### src/rtl/mod_addsub_bist.sv
// Built-in self-test engine for the 4-bit modular adder/subtractor: sweeps every
// legal (s, x, y) vector, checks z against a reference and records the first failure.
module mod_addsub_bist #(
    parameter logic [3:0] m = 4'b1111
) (
    input  logic       clk,
    input  logic       rst_n,
    input  logic       start,
    output logic       s,
    output logic       x3,
    output logic       x2,
    output logic       x1,
    output logic       x0,
    output logic       y3,
    output logic       y2,
    output logic       y1,
    output logic       y0,
    input  logic       z3,
    input  logic       z2,
    input  logic       z1,
    input  logic       z0,
    output logic       busy,
    output logic       done,
    output logic [8:0] pass_count,
    output logic [8:0] total,
    output logic       all_pass,
    output logic       fail_valid,
    output logic       fail_s,
    output logic [3:0] fail_x,
    output logic [3:0] fail_y,
    output logic [3:0] fail_z
);

    typedef enum logic [1:0] {
        IDLE,
        RUN,
        DONE
    } state_t;

    localparam logic [3:0] last_c  = m - 4'd1;
    localparam logic [8:0] total_c = 9'(2 * int'(m) * int'(m));

    state_t     state_q, state_d;
    logic       s_q, s_d;
    logic [3:0] x_q, x_d;
    logic [3:0] y_q, y_d;
    logic       busy_q, busy_d;
    logic       done_q, done_d;
    logic [8:0] pass_count_q, pass_count_d;
    logic       fail_valid_q, fail_valid_d;
    logic       fail_s_q, fail_s_d;
    logic [3:0] fail_x_q, fail_x_d;
    logic [3:0] fail_y_q, fail_y_d;
    logic [3:0] fail_z_q, fail_z_d;

    logic [3:0] z_w;
    logic [4:0] sum_w;
    logic [4:0] diff_w;
    logic [4:0] exp_w;
    logic       match_w;
    logic       last_vec_w;

    assign z_w = {z3, z2, z1, z0};

    // Reference result for the vector currently driven; 5 bits so x + y never wraps.
    always_comb begin
        sum_w  = {1'b0, x_q} + {1'b0, y_q};
        diff_w = {1'b0, x_q} - {1'b0, y_q};
        if (!s_q) begin
            exp_w = (sum_w >= {1'b0, m}) ? sum_w - {1'b0, m} : sum_w;
        end else begin
            exp_w = (x_q >= y_q) ? diff_w : diff_w + {1'b0, m};
        end
        match_w    = (exp_w == {1'b0, z_w});
        last_vec_w = s_q && (x_q == last_c) && (y_q == last_c);
    end

    always_comb begin
        // NOTE: every _d takes its _q value first so no path through this block infers a latch.
        state_d      = state_q;
        s_d          = s_q;
        x_d          = x_q;
        y_d          = y_q;
        busy_d       = busy_q;
        done_d       = done_q;
        pass_count_d = pass_count_q;
        fail_valid_d = fail_valid_q;
        fail_s_d     = fail_s_q;
        fail_x_d     = fail_x_q;
        fail_y_d     = fail_y_q;
        fail_z_d     = fail_z_q;

        unique case (state_q)
            IDLE, DONE: begin
                if (start) begin
                    state_d      = RUN;
                    s_d          = 1'b0;
                    x_d          = 4'd0;
                    y_d          = 4'd0;
                    busy_d       = 1'b1;
                    done_d       = 1'b0;
                    pass_count_d = 9'd0;
                    fail_valid_d = 1'b0;
                    fail_s_d     = 1'b0;
                    fail_x_d     = 4'd0;
                    fail_y_d     = 4'd0;
                    fail_z_d     = 4'd0;
                end
            end
            RUN: begin
                if (match_w) begin
                    pass_count_d = pass_count_q + 9'd1;
                end else if (!fail_valid_q) begin
                    fail_valid_d = 1'b1;
                    fail_s_d     = s_q;
                    fail_x_d     = x_q;
                    fail_y_d     = y_q;
                    fail_z_d     = z_w;
                end

                // y innermost, then x, then s; the final subtract vector ends the sweep.
                if (last_vec_w) begin
                    state_d = DONE;
                    busy_d  = 1'b0;
                    done_d  = 1'b1;
                    s_d     = 1'b0;
                    x_d     = 4'd0;
                    y_d     = 4'd0;
                end else if (y_q == last_c) begin
                    y_d = 4'd0;
                    if (x_q == last_c) begin
                        x_d = 4'd0;
                        s_d = 1'b1;
                    end else begin
                        x_d = x_q + 4'd1;
                    end
                end else begin
                    y_d = y_q + 4'd1;
                end
            end
            default: state_d = IDLE;
        endcase
    end

    always_ff @(posedge clk) begin
        // NOTE: non-blocking assignments so every flop samples pre-edge values regardless of order.
        if (!rst_n) begin
            state_q      <= IDLE;
            s_q          <= 1'b0;
            x_q          <= 4'd0;
            y_q          <= 4'd0;
            busy_q       <= 1'b0;
            done_q       <= 1'b0;
            pass_count_q <= 9'd0;
            fail_valid_q <= 1'b0;
            fail_s_q     <= 1'b0;
            fail_x_q     <= 4'd0;
            fail_y_q     <= 4'd0;
            fail_z_q     <= 4'd0;
        end else begin
            state_q      <= state_d;
            s_q          <= s_d;
            x_q          <= x_d;
            y_q          <= y_d;
            busy_q       <= busy_d;
            done_q       <= done_d;
            pass_count_q <= pass_count_d;
            fail_valid_q <= fail_valid_d;
            fail_s_q     <= fail_s_d;
            fail_x_q     <= fail_x_d;
            fail_y_q     <= fail_y_d;
            fail_z_q     <= fail_z_d;
        end
    end

    assign s                = s_q;
    assign {x3, x2, x1, x0} = x_q;
    assign {y3, y2, y1, y0} = y_q;
    assign busy             = busy_q;
    assign done             = done_q;
    assign pass_count       = pass_count_q;
    assign total            = total_c;
    assign all_pass         = done_q && (pass_count_q == total_c);
    assign fail_valid       = fail_valid_q;
    assign fail_s           = fail_s_q;
    assign fail_x           = fail_x_q;
    assign fail_y           = fail_y_q;
    assign fail_z           = fail_z_q;

endmodule

### config.mk
export PLATFORM = sky130hd
export DESIGN_NAME = mod_addsub_bist
export DESIGN_NICKNAME = d
export VERILOG_FILES = /design/src/rtl/mod_addsub_bist.sv
export SDC_FILE = /design/constraint.sdc
export NUM_CORES = 1
export LEC_CHECK = 0
export CAP_MARGIN = 5
export CORE_AREA = 2 2 84 86
export CTS_BUF_LIST = sky130_fd_sc_hd__clkbuf_8
export DETAILED_ROUTE_END_ITERATION = 7
export DIE_AREA = 0 0 86 88
export GPL_TIMING_DRIVEN = 1
export PLACE_DENSITY_LB_ADDON = 0.25
export SLEW_MARGIN = 25
export SYNTH_ARGS = -nofsm -noshare
export SYNTH_HDL_FRONTEND = slang
export SYNTH_SLANG_ARGS = --single-unit
export TNS_END_PERCENT = 1
### constraint.sdc
create_clock -name clk -period 5.5 [get_ports clk]
set_input_delay 1.1 -clock clk [delete_from_list [all_inputs] [get_ports clk]]
set_output_delay 1.1 -clock clk [all_outputs]
set_load 0.02 [all_outputs]
==> run_results.csv <==
group,metric,value,unit
synth,synth_cell_types,59,
critical_path,crit_slowest_cell,"o41a_1",
power,powerDensity,202,nW/um2
floorplan,fp.dieArea,7570,um2
drt,ant_nets,0,
drt,firstDrtPassIters,4,
cts,clkTransAtPathRegs,70,ps
global_routing,track_usage,16.7,%
run_status,status,"finished, final reports clean",
global_routing,grt.overflow.total,0,
floorplan,core,6640,um2
timing,post-route-period-util,81.8,%
synth,synth_edf_count,0,
power,p_comb_share,22.8,%
worst_hold_path,min_path_cells,2,
critical_path,cp_top_family,"simple AND/OR/NAND/NOR gates",
synth,yosys_warnings,0,
cells_and_area,fillers,671,
timing,hold_viol,0,
critical_path,worstReg2RegStart,"y_q[2]",
timing,setup_ws,999,ps
drt,wl_per_cell,14.3,um
critical_path,cp.arrival,4720,ps
synth,synth_top_area_share,29.2,%
place,portBuffers,41,
synth,synth_most_common_cell,"dfxtp_1",
cells_and_area,layout.nets,365,
critical_path,path_cells,"inv_1 -> ha_1 -> nor3b_1 -> o31ai_1 -> and2_1 -> nor3b_1 -> ha_1 -> or3_1 -> o211a_1 -> o21ai_0 -> or4b_4 -> o41a_1 -> or3_1 -> a21oi_1",
synth,syn-cell-area,2470,um2
critical_path,r2r_setup_slack,1000,ps
global_routing,grt_pass1_wl,10100,um
synth,synth.ff_latch_count,36,
cts,cts_root_buf,"clkbuf_8",
power,power.leakage,1.23,nW
cells_and_area,syn2layout_area_growth,21.0,%
cells_and_area,drive_gt1_share,5.00,%
synth,synth_common_cells,"dfxtp_1, nor2_1, inv_1",
place,pre_cts_slack,1040,ps
power,seqPwrFrac,45.4,%
power,switchingPower,0.185,mW
critical_path,cp_max_fo,10,
timing,relSlewSlack,36.9,%
drt,drt_first_iter_violations,113,
cts,cts_setup_buffers,0,
synth,seq_area_frac_synth,29.2,%
floorplan,fp.dieW,86,um
timing,setup_violations,0,
critical_path,criticalPathCategory,"reg2reg",
cells_and_area,n_antenna_cell,0,
critical_path,rr_endpoint,"pass_count[8]",
power,switching_share,30.6,%
place,place_hpwl,4460,um
critical_path,cp_num_buf_inv,1,
worst_hold_path,hold_end,"fail_valid",
timing,slew_viol_final,0,
timing,fin_tns_setup,0,ps
cts,clockBufferDepth,2,
cells_and_area,finish.utilization,45.0,%
cts,cts_tree,"yes",
power,fin_total_pwr,0.605,mW
critical_path,r2r_cells,14,
drt,drcViolationCount,0,
floorplan,start_util,37.2,%
timing,tightest_slew,946,ps
global_routing,grt_max_degree,31,
worst_hold_path,worstHoldStart,"fail_valid",
floorplan,fp-row-count,30,
critical_path,max_stage_delay,540,ps
cts,cts-buffers-inserted,5,
critical_path,cp_data_required_time,5720,ps
global_routing,antenna_found_initial,0,
worst_hold_path,hold_path.class,"reg2reg",
place,gp_congestion,0.834,
drt,vias_per_cell,5.36,
floorplan,ioPinCount,51,
floorplan,fp.dieH,88,um
power,peakVddDrop,0.000121,V
power,pwr-share-clk,31.8,%
synth,async_flop_share,0,%
cts,ctsResizeCount,0,
timing,rsz0062_at_grt,"false",
drt,routed_wirelength,5990,um
job,drv_cap,0,
drt,num_vias,2250,
critical_path,end_kind,"flip-flop",
cts,clkLatencyLatePin,290,ps
cts,holdBufCountCts,0,
timing,clock.fmax,222,MHz
timing,worst_clock_skew,3.13,ps
synth,yosys.area.top_type,"dfxtp_1",
power,internal-power,0.419,mW
synth,ys.flop_type,"dfxtp_1",
global_routing,grt_pass1_vias,2082,
timing,fin_crit,4500,ps
cts,cts_max_level,2,
synth,syn_inst,303,
cts,cts_sinks,36,
critical_path,cp-start-kind,"flip-flop",
synth,synth.avg_cell_area,8.15,um2
synth,synthTopCellsByArea,"dfxtp_1, ha_1, and3_1",
how the worst max path moves through the flow:
stage	startpoint	to	slack, ps	cells past startpoint
floorplan	y_q[1]	pass_count[6]	1250	14
finish	y_q[2]	pass_count[8]	1000	14
global placement	y_q[1]	pass_count[6]	1160	14
detailed placement	y_q[2]	pass_count[8]	1040	14
CTS	y_q[1]	pass_count[8]	1020	14
global route	y_q[1]	pass_count[8]	700	14
power groups by stage:
| stage | clock network [mW] | logic, mW | registers (mW) |
|---|---|---|---|
| 2_1_floorplan | 0 | 0.0958 | 0.286 |
| 3_3_place_gp | 0 | 0.137 | 0.281 |
| 3_5_place_dp | 0 | 0.137 | 0.281 |
| 4_1_cts | 0.196 | 0.137 | 0.275 |
| 5_1_grt | 0.211 | 0.152 | 0.276 |
| 6_report | 0.192 | 0.138 | 0.275 |
final cells by class:
type | instances | area [um2] | share of cell area [%]
multi-input cells | 233 | 1580 | 52.8
repair buffers | 43 | 425 | 14.2
inverters | 20 | 75.1 | 2.51
flip-flops and latches | 36 | 721 | 24.1
clock inverters | 2 | 7.51 | 0.251
clock buffers | 6 | 82.6 | 2.76
well taps | 80 | 100 | 3.35
worst min-delay path, stage by stage, from the launching register on:
cell and delay (ps):
dfxtp_1 330, nand2_1 50, a21boi_0 70
per-layer routing:
metal | routed length, um | global-route usage, % | vias to the layer above
met5 | 0 | 0 | -
li1 | - | - | 1129
met4 | 85 | 5.19 | 0
met1 | 2950 | 24.4 | 1056
met2 | 2600 | 24.9 | 58
met3 | 351 | 2.92 | 7
registers in the layout (all words and copies together), names as in the netlist:
register and flops:
fail_s 1, s 1, busy 1, fail_x 4
fail_valid 1, fail_z 4, x_q 4, pass_count 9
done 1, fail_y 4, state_q 2, y_q 4
cell families after synthesis:
kind of cell / count (synthesis) / synth area share, %
AND/OR/NAND/NOR: 126 / 27.9
AO/OA/AOI/OAI: 67 / 20.0
buffers and inverters: 41 / 8.00
flip-flops: 36 / 29.2
adder cells (fa/ha/maj): 19 / 10.2
XOR/XNOR: 8 / 2.84
multiplexers: 4 / 1.62
other: 2 / 0.304
metrics by stage:
stage	std cells	hold slack (ps)	area [um2]
6_report	420	495	2990
5_1_grt	420	550	2990
4_1_cts	420	504	2990
3_5_place_dp	412	494	2900
3_3_place_gp	412	481	2900
2_1_floorplan	310	553	2500
placed cells by master, fill, tap and decap left out, types with 6 or more instances in the layout:
| cell | count |
|---|---|
| nand3_1 | 11 |
| or3_1 | 6 |
| conb_1 | 9 |
| a21oi_1 | 13 |
| o21ai_0 | 10 |
| dfxtp_1 | 36 |
| clkbuf_8 | 6 |
| inv_1 | 22 |
| nand2_1 | 16 |
| nor2_1 | 29 |
| nand4_1 | 6 |
| ha_1 | 17 |
| clkdlybuf4s50_1 | 41 |
| nor2b_1 | 12 |
| and3_1 | 19 |
| o21a_1 | 15 |
No activity file was read; power rests on OpenSTA's default activity.
